[src/rtl/multi_bank_port_arbiter.sv]
`default_nettype none
// ============================================================================
// Module   : multi_bank_port_arbiter
// Purpose  : Two-port front end for the 4 x 8 x 8-bit multi-bank memory
//            controller. It arbitrates ports A and B round-robin, supports a
//            bounded lock for read-modify-write sequences, issues one
//            registered memory command per accept, and routes each read
//            response back to its issuing port in order.
// Ports    : clk_pi, rst_pi             - clock, synchronous active-high reset
//            {a,b}_valid_i/_ready_o     - request handshake (ready is comb.)
//            {a,b}_we_i/_lock_i         - write select, lock request/continue
//            {a,b}_addr_i/_wdata_i      - [4:3] bank, [2:0] location; wdata
//            {a,b}_rsp_valid_o/_rdata_o - one-cycle read response
//            mem_en_o/we_o/addr_o/wdata_o, mem_rdata_i - memory port
//            busy_o                     - reads in flight or lock held
// Revision : 1.0 - initial release
// ============================================================================
module multi_bank_port_arbiter #(
    parameter int READ_LAT = 1,   // memory read latency, 1..4
    parameter int LOCK_MAX = 4    // max consecutive locked grants, 2..15
) (
    input  logic       clk_pi,
    input  logic       rst_pi,
    input  logic       a_valid_i,
    output logic       a_ready_o,
    input  logic       a_we_i,
    input  logic       a_lock_i,
    input  logic [4:0] a_addr_i,
    input  logic [7:0] a_wdata_i,
    output logic       a_rsp_valid_o,
    output logic [7:0] a_rdata_o,
    input  logic       b_valid_i,
    output logic       b_ready_o,
    input  logic       b_we_i,
    input  logic       b_lock_i,
    input  logic [4:0] b_addr_i,
    input  logic [7:0] b_wdata_i,
    output logic       b_rsp_valid_o,
    output logic [7:0] b_rdata_o,
    output logic       mem_en_o,
    output logic       mem_we_o,
    output logic [4:0] mem_addr_o,
    output logic [7:0] mem_wdata_o,
    input  logic [7:0] mem_rdata_i,
    output logic       busy_o
);

    localparam logic [1:0] c_ST_RR     = 2'd0;
    localparam logic [1:0] c_ST_LOCK_A = 2'd1;
    localparam logic [1:0] c_ST_LOCK_B = 2'd2;
    localparam logic [3:0] c_LOCK_MAX  = 4'(LOCK_MAX);

    logic [1:0]        r_state;
    logic              r_ptr;        // 0 = A has priority, 1 = B
    logic [3:0]        r_lock_cnt;
    logic              r_mem_en;
    logic              r_mem_we;
    logic [4:0]        r_mem_addr;
    logic [7:0]        r_mem_wdata;
    logic [READ_LAT:0] r_pipe_vld;   // read in flight, one bit per cycle
    logic [READ_LAT:0] r_pipe_id;    // owning port: 0 = A, 1 = B
    logic              r_a_rsp;
    logic              r_b_rsp;
    logic [7:0]        r_a_rdata;
    logic [7:0]        r_b_rdata;

    logic              w_gnt_a;
    logic              w_gnt_b;
    logic              w_acc;
    logic              w_sel_we;
    logic              w_acc_rd;
    logic [3:0]        w_cnt_inc;
    logic              w_tail_vld;
    logic              w_tail_id;

    // Grant selection; nothing is granted while reset is asserted.
    always_comb begin
        w_gnt_a = 1'b0;
        w_gnt_b = 1'b0;
        if (!rst_pi) begin
            case (r_state)
                c_ST_RR: begin
                    w_gnt_a = a_valid_i & (~b_valid_i | ~r_ptr);
                    w_gnt_b = b_valid_i & (~a_valid_i |  r_ptr);
                end
                c_ST_LOCK_A: w_gnt_a = a_valid_i;
                c_ST_LOCK_B: w_gnt_b = b_valid_i;
                default: begin
                    w_gnt_a = 1'b0;
                    w_gnt_b = 1'b0;
                end
            endcase
        end
    end

    assign w_acc      = w_gnt_a | w_gnt_b;
    assign w_sel_we   = w_gnt_b ? b_we_i : a_we_i;
    assign w_acc_rd   = w_acc & ~w_sel_we;
    assign w_cnt_inc  = r_lock_cnt + 4'd1;
    assign w_tail_vld = r_pipe_vld[READ_LAT];
    assign w_tail_id  = r_pipe_id[READ_LAT];

    // Arbitration state. Leaving a lock for any reason hands priority to the
    // other port so a locking master cannot starve its peer.
    always_ff @(posedge clk_pi) begin
        if (rst_pi) begin
            r_state    <= c_ST_RR;
            r_ptr      <= 1'b0;
            r_lock_cnt <= 4'd0;
        end else begin
            case (r_state)
                c_ST_RR: begin
                    if (w_gnt_a) begin
                        r_ptr <= 1'b1;
                        if (a_lock_i) begin
                            r_state    <= c_ST_LOCK_A;
                            r_lock_cnt <= 4'd1;
                        end
                    end else if (w_gnt_b) begin
                        r_ptr <= 1'b0;
                        if (b_lock_i) begin
                            r_state    <= c_ST_LOCK_B;
                            r_lock_cnt <= 4'd1;
                        end
                    end
                end
                c_ST_LOCK_A: begin
                    if (a_valid_i && a_lock_i && (w_cnt_inc != c_LOCK_MAX)) begin
                        r_lock_cnt <= w_cnt_inc;
                    end else begin
                        r_state    <= c_ST_RR;
                        r_ptr      <= 1'b1;
                        r_lock_cnt <= 4'd0;
                    end
                end
                c_ST_LOCK_B: begin
                    if (b_valid_i && b_lock_i && (w_cnt_inc != c_LOCK_MAX)) begin
                        r_lock_cnt <= w_cnt_inc;
                    end else begin
                        r_state    <= c_ST_RR;
                        r_ptr      <= 1'b0;
                        r_lock_cnt <= 4'd0;
                    end
                end
                default: begin
                    r_state    <= c_ST_RR;
                    r_ptr      <= 1'b0;
                    r_lock_cnt <= 4'd0;
                end
            endcase
        end
    end

    // Memory command, read-tracking pipe and response registers. The pipe
    // tail lines up with the cycle in which mem_rdata_i is valid.
    always_ff @(posedge clk_pi) begin
        if (rst_pi) begin
            r_mem_en    <= 1'b0;
            r_mem_we    <= 1'b0;
            r_mem_addr  <= 5'd0;
            r_mem_wdata <= 8'd0;
            r_pipe_vld  <= '0;
            r_pipe_id   <= '0;
            r_a_rsp     <= 1'b0;
            r_b_rsp     <= 1'b0;
            r_a_rdata   <= 8'd0;
            r_b_rdata   <= 8'd0;
        end else begin
            r_mem_en <= w_acc;
            if (w_acc) begin
                r_mem_we    <= w_sel_we;
                r_mem_addr  <= w_gnt_b ? b_addr_i  : a_addr_i;
                r_mem_wdata <= w_gnt_b ? b_wdata_i : a_wdata_i;
            end
            r_pipe_vld <= {r_pipe_vld[READ_LAT-1:0], w_acc_rd};
            r_pipe_id  <= {r_pipe_id[READ_LAT-1:0], w_gnt_b};
            r_a_rsp    <= w_tail_vld & ~w_tail_id;
            r_b_rsp    <= w_tail_vld &  w_tail_id;
            if (w_tail_vld && !w_tail_id) r_a_rdata <= mem_rdata_i;
            if (w_tail_vld &&  w_tail_id) r_b_rdata <= mem_rdata_i;
        end
    end

    assign a_ready_o     = w_gnt_a;
    assign b_ready_o     = w_gnt_b;
    assign mem_en_o      = r_mem_en;
    assign mem_we_o      = r_mem_we;
    assign mem_addr_o    = r_mem_addr;
    assign mem_wdata_o   = r_mem_wdata;
    assign a_rsp_valid_o = r_a_rsp;
    assign b_rsp_valid_o = r_b_rsp;
    assign a_rdata_o     = r_a_rdata;
    assign b_rdata_o     = r_b_rdata;
    assign busy_o        = (|r_pipe_vld) | (r_state != c_ST_RR);

endmodule
`default_nettype wire

[config.mk]
export PLATFORM = sky130hd
export DESIGN_NAME = multi_bank_port_arbiter
export DESIGN_NICKNAME = d
export VERILOG_FILES = /design/src/rtl/multi_bank_port_arbiter.sv
export SDC_FILE = /design/constraint.sdc
export NUM_CORES = 1
export LEC_CHECK = 0
export BUFFER_PORTS_ARGS = -buffer_cell sky130_fd_sc_hd__buf_2
export CORE_ASPECT_RATIO = 1.4
export CORE_UTILIZATION = 50
export CTS_CLUSTER_SIZE = 16
export DETAILED_ROUTE_END_ITERATION = 8
export PLACE_DENSITY = 0.85
export SKIP_CTS_REPAIR_TIMING = 1
export SLEW_MARGIN = 0
export SYNTH_ARGS = -nofsm -noshare
export SYNTH_HDL_FRONTEND = slang
export SYNTH_SLANG_ARGS = --single-unit
[constraint.sdc]
create_clock -name clk_pi -period 4.7 [get_ports clk_pi]
set_clock_uncertainty 0.05 [all_clocks]
set_input_delay 0.705 -clock clk_pi [delete_from_list [all_inputs] [get_ports clk_pi]]
set_output_delay 0.705 -clock clk_pi [all_outputs]
set_load 0.02 [all_outputs]
==> metrics.cfg <==
[status]
status=finished clean

[drt]
wire_per_inst_um=12.14
drt_iter0_markers=50
final_antenna_net_count=0
vias_per_cell=5.286
vias=1739
finalWirelength_um=3995
drc=0
dr.pass1.iters=4

[final_layout]
syn_to_final_growth_pct=28.10
layout-drive-gt1-share_pct=32.53
nFillCells=304
layoutNonFillerInstCount=329
finish.net_count=332
final_core_util_pct=67.41
num_antenna_cells=0

[placement]
place_ws_ns=1.675
port_buffers=77
gp_congestion=0.7877
dpl.hpwl_um=2830
placed_cells=321

[setup_path]
arrival_ns=2.29
cp_max_fo=44
cpMaxStageDelayCell=buf_2
critPathTopFamily=buffers and inverters
critical_path_required_ns=3.94
worstPathBufferInverterCount=3
end_kind=output pin
max_stage_delay_ns=0.60
path_class=in2out
cp-start-kind=primary input
path_common_cell=buf_2
rrSetupSlack_ns=2.36
path_cells=buf_2 > nor3b_1 > o21ai_2 > inv_2 > buf_2

[global_route]
overflow=0
grt_max_degree=45
antenna_found_initial=0
grt_usage_pct=23.50
grt_pass1_vias=1639
grt_pass1_wl_um=6713

[timing]
setup_viol=0
fmax_mhz=328.0
fin_hold_ws_ns=0.3875
tightest_slew_ns=1.106
fin_crit_ns=3.049
setup_slack_ns=1.651
finalCritPeriodShare_pct=64.86
hold_violations=0
report.final.slew_viol_count=0
tns_ns=0
slew_headroom_pct=26.25
rsz0062_at_grt=false

[yosys]
synth.area.top_cells=dfxtp_1, nand2_1, a311oi_1
yosysMostFrequentCell=nand2_1
yosys_warnings=0
synth_ff_type=dfxtp_1
synth-edff-count=0
synth-seq-area-share_pct=49.09
syn_area_mm2=0.001794
synth_cells=218
synth.top_cell.area_share_pct=49.09
ys_top_cells_by_count=nand2_1, dfxtp_1, nor2_1
ys_types=35
synth_top_area_cell=dfxtp_1
synthArstFlopShare_pct=0
syn_nets=262
postSynthAreaPerCell_um2=8.230
ys_ff_latch=44

[cts]
cts_buffers=5
clk_latency_ns=0.30
clk_pin_slew_worst_paths_ns=0.08
cts_tree=yes
root_buffer=clkbuf_8
cts_sinks=44
clockBufferDepth=2
htreeDepth=2

[floorplan]
die-height_um=72.88
fp.dieW_um=52.63
ioPinCount=78
die_area_mm2=0.003835
initial_core_util_pct=52.62
core_area_mm2=0.003410
rows=25

[run]
cap_viol_max_count=0

[min_path]
hp-class=reg2reg

[power]
p_per_area_mw_per_mm2=350.7
p_leak_nw=1.038
ir_drop_uv=283.0

==> power breakdown <==
part	total, mW	switching [mW]	internal, mW	leakage, nW
logic	0.104	0.0634	0.0409	0.617
clock network	0.301	0.128	0.174	0.0614
registers	0.401	0.0112	0.389	0.360
total	0.806	0.202	0.604	1.04
==> area by class of cell <==
cell class              instances  area (um2)  share of cell area [%]
well taps                      40       50.05                   2.177
flip-flops and latches         44       880.8                   38.32
clock buffers                   6       82.58                   3.593
clock inverters                 2       38.79                   1.688
multi-input cells             157       849.6                   36.96
inverters                       3       11.26                  0.4899
repair buffers                 77       385.4                   16.77
==> cells in the final DEF, fill, tap and decap left out, drive strengths merged, types with 2 or more instances in the layout <==
master / count
clkbuf: 6
nand2b: 4
nor2b: 3
nand2: 57
a21oi: 22
and2b: 2
nand3: 10
o21ai: 4
nor2: 22
buf: 77
inv: 3
dfxtp: 44
a311oi: 15
ha: 2
nor3b: 2
==> per-layer routing <==
layer  share of wire [%]  vias to the layer above  global-route usage (%)
li1                    -                      890                       -
met2                  50                       67                   41.63
met4                 2.2                        0                   10.82
met5                   0                        -                       0
met1                  41                      774                   25.03
met3                 6.9                        8                   6.458
==> logic make-up (layout without fill, tap and decap cells) <==
kind of cell / count (synthesis) / in the layout / synth area share, %
AOI/OAI and AO/OA: 48 / 48 / 19.25
and+or+nand+nor: 107 / 107 / 26.50
buffers and inverters: 17 / 88 / 3.765
DFF: 44 / 44 / 49.09
adders and majority gates: 2 / 2 / 1.394
==> metrics by stage <==
stage	power, mW	instance area [um2]
after floorplan	0.4723	1794
after global placement	0.5117	2177
after detailed placement	0.5135	2177
after CTS	0.8146	2298
after global routing	0.8420	2298
final	0.8061	2298
==> worst reg2reg max path: stages (launching register included) <==
cell	delay, ns
dfxtp_1	0.37
nand2b_1	0.21
a21oi_2	0.88
nor2_1	0.12
or4_1	0.50
a21oi_1	0.14
==> flip-flops by register name, summed over array words and instances (netlist names) <==
signal         count
mem_we_o           1
r_state            2
mem_en_o           1
mem_addr_o         5
a_rsp_valid_o      1
mem_wdata_o        8
r_pipe_vld         2
r_ptr              1
b_rdata_o          8
r_lock_cnt         4
a_rdata_o          8
r_pipe_id          2
b_rsp_valid_o      1
==> path summary, 6_finish.rpt <==
path | startpoint | end | cells past startpoint
worst min register to register | r_pipe_id[0] | r_pipe_id[1] | 1
worst max-delay path | rst_pi | b_ready_o | 5
worst min-delay path | r_pipe_id[0] | r_pipe_id[1] | 1
worst max register to register | r_state[0] | r_ptr | 5
Note: power is estimated with default switching activity, not from simulation.
